$ cat config.mk
export PLATFORM = sky130hd
export DESIGN_NAME = emu_time_monitor
export DESIGN_NICKNAME = d
export VERILOG_FILES = /design/src/rtl/emu_time_monitor.sv
export SDC_FILE = /design/constraint.sdc
export NUM_CORES = 1
export LEC_CHECK = 0
export ABC_CLOCK_PERIOD_IN_PS = 9200
export BUFFER_PORTS_ARGS = -buffer_cell sky130_fd_sc_hd__buf_2
export CAP_MARGIN = 15
export CORE_MARGIN = 2
export CORE_UTILIZATION = 35
export DETAILED_ROUTE_END_ITERATION = 7
export PLACE_DENSITY = 0.54
export SLEW_MARGIN = 20
export SYNTH_ARGS = -nofsm -noshare
export SYNTH_HDL_FRONTEND = slang
export SYNTH_SLANG_ARGS = --single-unit
$ cat constraint.sdc
create_clock -name emu_clk -period 9.2 [get_ports emu_clk]
set_input_delay 1.84 -clock emu_clk [delete_from_list [all_inputs] [get_ports emu_clk]]
set_output_delay 1.84 -clock emu_clk [all_outputs]
set_load 0.02 [all_outputs]
$ cat src/rtl/emu_time_monitor.sv
// emu_time_monitor: compares emulated time against a start/stop window and emits a
// decimated sample strobe, a sticky stop flag and a saturating sample count.
module emu_time_monitor #(
    parameter int time_width = 32,
    parameter int dec_width  = 16,
    parameter int cnt_width  = 32
) (
    input  logic                         emu_clk,
    input  logic                         emu_rst,
    input  logic signed [time_width-1:0] emu_time,
    input  logic signed [time_width-1:0] t_start,
    input  logic signed [time_width-1:0] t_stop,
    input  logic        [dec_width-1:0]  dec_thr,
    input  logic                         arm,
    output logic                         sample_en,
    output logic                         emu_stop,
    output logic        [cnt_width-1:0]  sample_count,
    output logic        [1:0]            state_o
);
    typedef enum logic [1:0] {IDLE = 2'd0, ARMED = 2'd1, RUN = 2'd2, DONE = 2'd3} state_t;
    state_t               state_q, state_d;
    logic                 sample_en_q, sample_en_d;
    logic                 emu_stop_q, emu_stop_d;
    logic [cnt_width-1:0] cnt_q, cnt_d, cnt_inc;
    logic [dec_width-1:0] dec_cnt_q, dec_cnt_d;
    logic [dec_width-1:0] dec_lat_q, dec_lat_d;
    logic                 ge_start, ge_stop;
    assign ge_start = emu_time >= t_start;
    assign ge_stop  = emu_time >= t_stop;
    assign cnt_inc  = &cnt_q ? cnt_q : cnt_q + cnt_width'(1);
    always_comb begin
        state_d     = state_q;
        sample_en_d = 1'b0;
        emu_stop_d  = emu_stop_q;
        cnt_d       = cnt_q;
        dec_cnt_d   = dec_cnt_q;
        dec_lat_d   = dec_lat_q;
        case (state_q)
            IDLE: if (arm) begin
                state_d = ARMED;
                cnt_d   = '0;
            end
            ARMED: if (ge_stop) begin
                state_d    = DONE;
                emu_stop_d = 1'b1;
            end else if (ge_start) begin
                state_d     = RUN;
                dec_lat_d   = dec_thr;
                dec_cnt_d   = dec_thr;
                sample_en_d = 1'b1;
                cnt_d       = cnt_inc;
            end
            RUN: if (ge_stop) begin
                state_d    = DONE;
                emu_stop_d = 1'b1;
            end else if (dec_cnt_q == '0) begin
                sample_en_d = 1'b1;
                dec_cnt_d   = dec_lat_q;
                cnt_d       = cnt_inc;
            end else begin
                dec_cnt_d = dec_cnt_q - dec_width'(1);
            end
            default: if (arm) begin
                state_d    = ARMED;
                emu_stop_d = 1'b0;
                cnt_d      = '0;
            end
        endcase
    end
    always_ff @(posedge emu_clk) begin
        if (emu_rst) begin
            state_q     <= IDLE;
            sample_en_q <= 1'b0;
            emu_stop_q  <= 1'b0;
            cnt_q       <= '0;
            dec_cnt_q   <= '0;
            dec_lat_q   <= '0;
        end else begin
            state_q     <= state_d;
            sample_en_q <= sample_en_d;
            emu_stop_q  <= emu_stop_d;
            cnt_q       <= cnt_d;
            dec_cnt_q   <= dec_cnt_d;
            dec_lat_q   <= dec_lat_d;
        end
    end
    assign sample_en    = sample_en_q;
    assign emu_stop     = emu_stop_q;
    assign sample_count = cnt_q;
    assign state_o      = state_q;
endmodule

# Word-level counts from Yosys, hierarchy flattened
# Cells that the tools add are included.
# word_totals
mem_count	0
ram_bits	0
latchBits	0
regBits	68
out_inout_bits	36
mem_bits_ro	0
wordCells	58
# op_classes
magnitude_cmp	2
shifts	0
bitwise_logic	2
n_eq_ne	9
div_mod_pow	0
addsub	2
mul	0
n_reduce_logical	12
muxes	25
# ops
cell	n
32-bit 2-to-1 mux	6
32-bit greater-or-equal comparator	2
16-bit 2-to-1 mux	4
32-bit case mux with 2 select lines	1
32-bit by 1-bit adder with 32-bit output (second input constant)	1
16-bit case mux with 2 select lines	1
32-bit AND reduction	1
16-bit zero test	1
16-bit by 1-bit subtractor with 16-bit output (second input constant)	1
2-bit inequality test (second input constant)	5
3-bit AND reduction	3
2-bit 2-to-1 mux	4
1-bit 2-to-1 mux	6
5-bit AND reduction	1
1-bit case mux with 2 select lines	2
2-bit case mux with 2 select lines	1
4-bit AND reduction	1
2-bit nonzero test	2
3-bit inequality test (second input constant)	1
3-bit nonzero test	1
2-bit by 1-bit equality test with 1-bit output (second input constant)	1
2-bit equality test (second input constant)	1
2-bit zero test	1
2-bit by 1-bit inequality test with 1-bit output (second input constant)	1
other kinds (2)	3

# Depth between registers and ports, before layout
# logic_depth
word_depth	5
mapped_depth	12
depth_no_buf	10

# Least setup slack after synthesis
# No wires, ideal clock.
# synth_timing
path_kind	input-to-reg
from	in t_start[19]
to	reg cnt_q[3] (netlist: sample_count[3])
path_slack_ns	4.811
t_arrival_ns	4.252
stages	12
path_buffers	2
setup_ns	0.137
path_cell_list	inv_1 -> ha_1 -> a21oi_2 -> o21ai_1 -> a221o_1 -> a2111o_1 -> o211a_1 -> or2_1 -> buf_2 -> clkbuf_1 -> o311ai_0 -> o211ai_1
# synth_via
elab_chain_len	3
# synth_lines
element	line_no	source
from (decl)	11	input logic signed [time_width-1:0] t_start,
32-bit greater-or-equal comparator	28	assign ge_start = emu_time >= t_start;
2-bit inequality test (no line)	--	
5-bit AND reduction (no line)	--	
to (signal assigned)	82	cnt_q <= cnt_d;
to (decl)	24	logic [cnt_width-1:0] cnt_q, cnt_d, cnt_inc;
# Every way passes these cells.
# A chain may end at the register's enable or synchronous reset.

# Final worst setup path
# layout_timing
from	in emu_time[15]
to	reg cnt_q[9] (netlist: sample_count[9])
# layout_via
elab_chain_len	3
word_cells_on_any_way	6
# layout_lines
element	line_no	source
from (decl)	10	input logic signed [time_width-1:0] emu_time,
32-bit greater-or-equal comparator, on equally long branches	29, 28	
2-bit inequality test (no line)	--	
5-bit AND reduction (no line) (*)	--	
# Mark *: on every way between the ends. The rest lies on a longest branch, timed or not.

==> flow_summary.json <==
{
  "outcome": "finished, final reports clean",
  "fin_crit_sh_pct": 51.5,
  "synth_compound_area_share_pct": 23.6,
  "final_nets": 1073,
  "cp_data_required_time_ns": 9.44,
  "synth_xor_area_share_pct": 1.22,
  "min_to": "dec_lat_q[1]",
  "synth_top_area_cell": "dfxtp_1",
  "die_h_um": 132,
  "firstDrtPassIters": 5,
  "gp_congestion": 0.801,
  "hold_buffers": 0,
  "synth_fa_ha_area_share_pct": 15.0,
  "yosys_warnings": 0,
  "netlist_top_cells_area": "dfxtp_1 24%, ha_1 15%, inv_1 6.8%",
  "r2r_cells": 10,
  "grt-ovfl-total": 0,
  "fin_crit_ns": 4.74,
  "viasPerCell": 5.31,
  "track_usage_pct": 19.2,
  "grt_pass1_wl_mm": 28.1,
  "power_density_nw_per_um2": 209,
  "path_max_fanout": 25,
  "worstPathArrival_ns": 4.98,
  "max_clock_freq_mhz": 211,
  "skew_ns": 0.00553,
  "core_um2": 16000,
  "setup_viol": 0,
  "grt_max_degree": 66,
  "netlist.area_leader.share_pct": 23.6,
  "post_cts_resized": 0,
  "grt_pass1_vias": 5706,
  "ys_ff_latch": 68,
  "dieArea_um2": 17500,
  "cts_sinks": 68,
  "syn-num-nets": 948,
  "ant_nets": 0,
  "syn_to_final_growth_pct": 20.8,
  "ys.flop_type": "dfxtp_1",
  "cap_violations": 0,
  "tritoncts": "built",
  "vias": 5885,
  "synthSimpleGateAreaFrac_pct": 23.1,
  "drive_gt1_share_pct": 20.2,
  "hp-start": "dec_lat_q[1]",
  "final_max_slew_viol_count": 0,
  "clkTransAtPathRegs_ns": 0.05,
  "worst_pin_slew_ns": 1.02,
  "antenna_cells": 0,
  "rsz0062_at_grt": "false",
  "die_w_um": 132,
  "cts_setup_buffers": 0,
  "path_class": "primary input to flip-flop",
  "r2r_start": "dec_cnt_q[1]",
  "seq_area_frac_synth_pct": 23.6,
  "p_leak_nw": 3.13,
  "drtIter0Drc": 413,
  "start_util_pct": 36.0,
  "wl_mm": 16.8,
  "antenna_found_initial": 0,
  "ys_async_sr_fraction_pct": 0,
  "r2r_slack_ns": 5.05,
  "power_mw": 1.46,
  "postSynthCellCount": 764,
  "whs_path_depth": 2,
  "synth_edf_count": 0,
  "syn-cell-area_um2": 5770,
  "endpoint_kind": "flip-flop",
  "netlist-cell-type-count": 54,
  "numCtsBuffers": 9,
  "dpl.hpwl_mm": 12.4,
  "min_path_type": "flip-flop to flip-flop",
  "relSlewSlack_pct": 31.9,
  "finalSetupTns_ns": 0,
  "cts.path.max_buffers": 2,
  "hold_violations": 0,
  "worstSkewPairLatency_ns": 0.33,
  "syn_avg_cell_area_um2": 7.55,
  "synthMuxAreaShare_pct": 3.47,
  "cts_root_buf": "clkbuf_16",
  "io_pins": 151,
  "r2r-end": "sample_count[9]",
  "synth_top_family_by_area": "compound AO/OA/AOI/OAI gates",
  "cp-start-kind": "primary input",
  "ir_worst_vdd_mv": 0.154,
  "wire_per_inst_um": 15.2,
  "htreeDepth": 3,
  "io_buffers": 150,
  "fp-row-count": 46,
  "drc": 0
}
-- cells by family after synthesis --
logic type	after synthesis
AND/OR/NAND/NOR	262
flip-flops	68
XOR/XNOR	8
buffers and inverters	149
multiplexers	20
adder cells (fa/ha/maj)	69
AO/OA/AOI/OAI	188
-- worst max path at each step --
| stage | depth (start not counted) | slack, ns | start | endpoint |
|---|---|---|---|---|
| after global placement | 12 | 4.20 | emu_time[15] | sample_count[9] |
| after floorplan | 12 | 4.81 | t_start[19] | sample_count[3] |
| after global routing | 12 | 4.17 | emu_time[15] | sample_count[9] |
| after detailed placement | 12 | 4.17 | emu_time[15] | sample_count[9] |
| after CTS | 12 | 4.49 | emu_time[15] | sample_count[9] |
| final | 12 | 4.46 | emu_time[15] | sample_count[9] |
-- flip-flops by register name (all words and copies together), names as in the netlist --
name,count
dec_cnt_q,16
state_o,2
dec_lat_q,16
emu_stop,1
sample_count,32
sample_en,1
-- synthesized netlist by cell type, types with 2 or more instances --
master       n
a21o_1       5
o21ai_0     27
o2111a_1     7
or4_1        6
nor2b_1      2
xor2_1       3
a2111oi_0   16
xnor2_1      5
nand4b_1     2
o31ai_1      9
ha_1        69
a21oi_1     47
nor2_1      30
nand3_1     35
or3_1       13
nor3_1      28
a211oi_1     7
nor4_1      13
nand4_1     27
or2_2        2
o21a_1       3
buf_2       12
nand2b_1     2
nand2_1     79
o211ai_1    17
and4_1       6
clkbuf_1    32
a31oi_1      2
inv_1      105
a221o_1      2
o311ai_0     5
o32ai_1     26
mux2i_1     20
and3_1      10
a311o_1      3
dfxtp_1     68
nand2_2      2
-- worst max-delay path: stages --
cell and delay, ns:
buf_2 0.11, ha_1 0.30, nand4_1 0.18, nor4_1 0.53, a21boi_0 0.31, o41a_1 0.24, nor3_1 0.09, nor2_1 0.08
buf_4 0.29, nand4_1 0.39, buf_4 0.35, o32ai_1 0.27
-- metal layers --
layer | track usage, % | share of wire [%] | wire (um) | up-vias
met1 | 26.5 | 48 | 8030 | 2631
met4 | 4.66 | 1.6 | 263 | 0
met5 | 0 | 0 | 0 | -
met2 | 31.2 | 46 | 7670 | 160
li1 | - | - | - | 3074
met3 | 3.42 | 5.0 | 843 | 20
-- through the flow --
step                      setup WS (ns)  cell area [um2]  hold WS [ns]  instances  util [%]
after floorplan                    4.81             5770         0.432        764         -
after global placement             4.20             6680         0.447       1094      41.8
after detailed placement           4.17             6680         0.446       1094      41.8
after CTS                          4.49             6970         0.460       1109      43.5
after global routing               4.17             6970         0.479       1109      43.5
final                              4.46             6970         0.454       1109      43.5
-- cell usage in the layout (no fill, tap or decap), drive strengths merged, types with 6 or more instances in the layout --
cell     instances
a21oi           48
or4              6
nor2            30
buf            158
nand2           81
and4             6
nand4           27
mux2i           20
o21ai           28
nand3           35
o2111a           7
ha              69
a2111oi         16
inv            105
dfxtp           68
nor3            28
o311ai           6
o31ai            9
clkbuf          13
or3             13
o32ai           27
nor4            14
and3            10
o211ai          17
a211oi           7
-- power breakdown --
group / switching (mW) / internal, mW
Combinational: 0.471 / 0.259
Clock: 0.124 / 0.216
Sequential: 0.0489 / 0.337
-- final cells by class --
type	count	area, um2
clock inverter	2	35.0
tap	216	270
sequential	68	1360
fill	1657	9030
clock buffer	13	250
timing repair buffer	158	811
inverter	105	394
multi-input combinational	547	3850
Power figures use the tool's default switching activity.
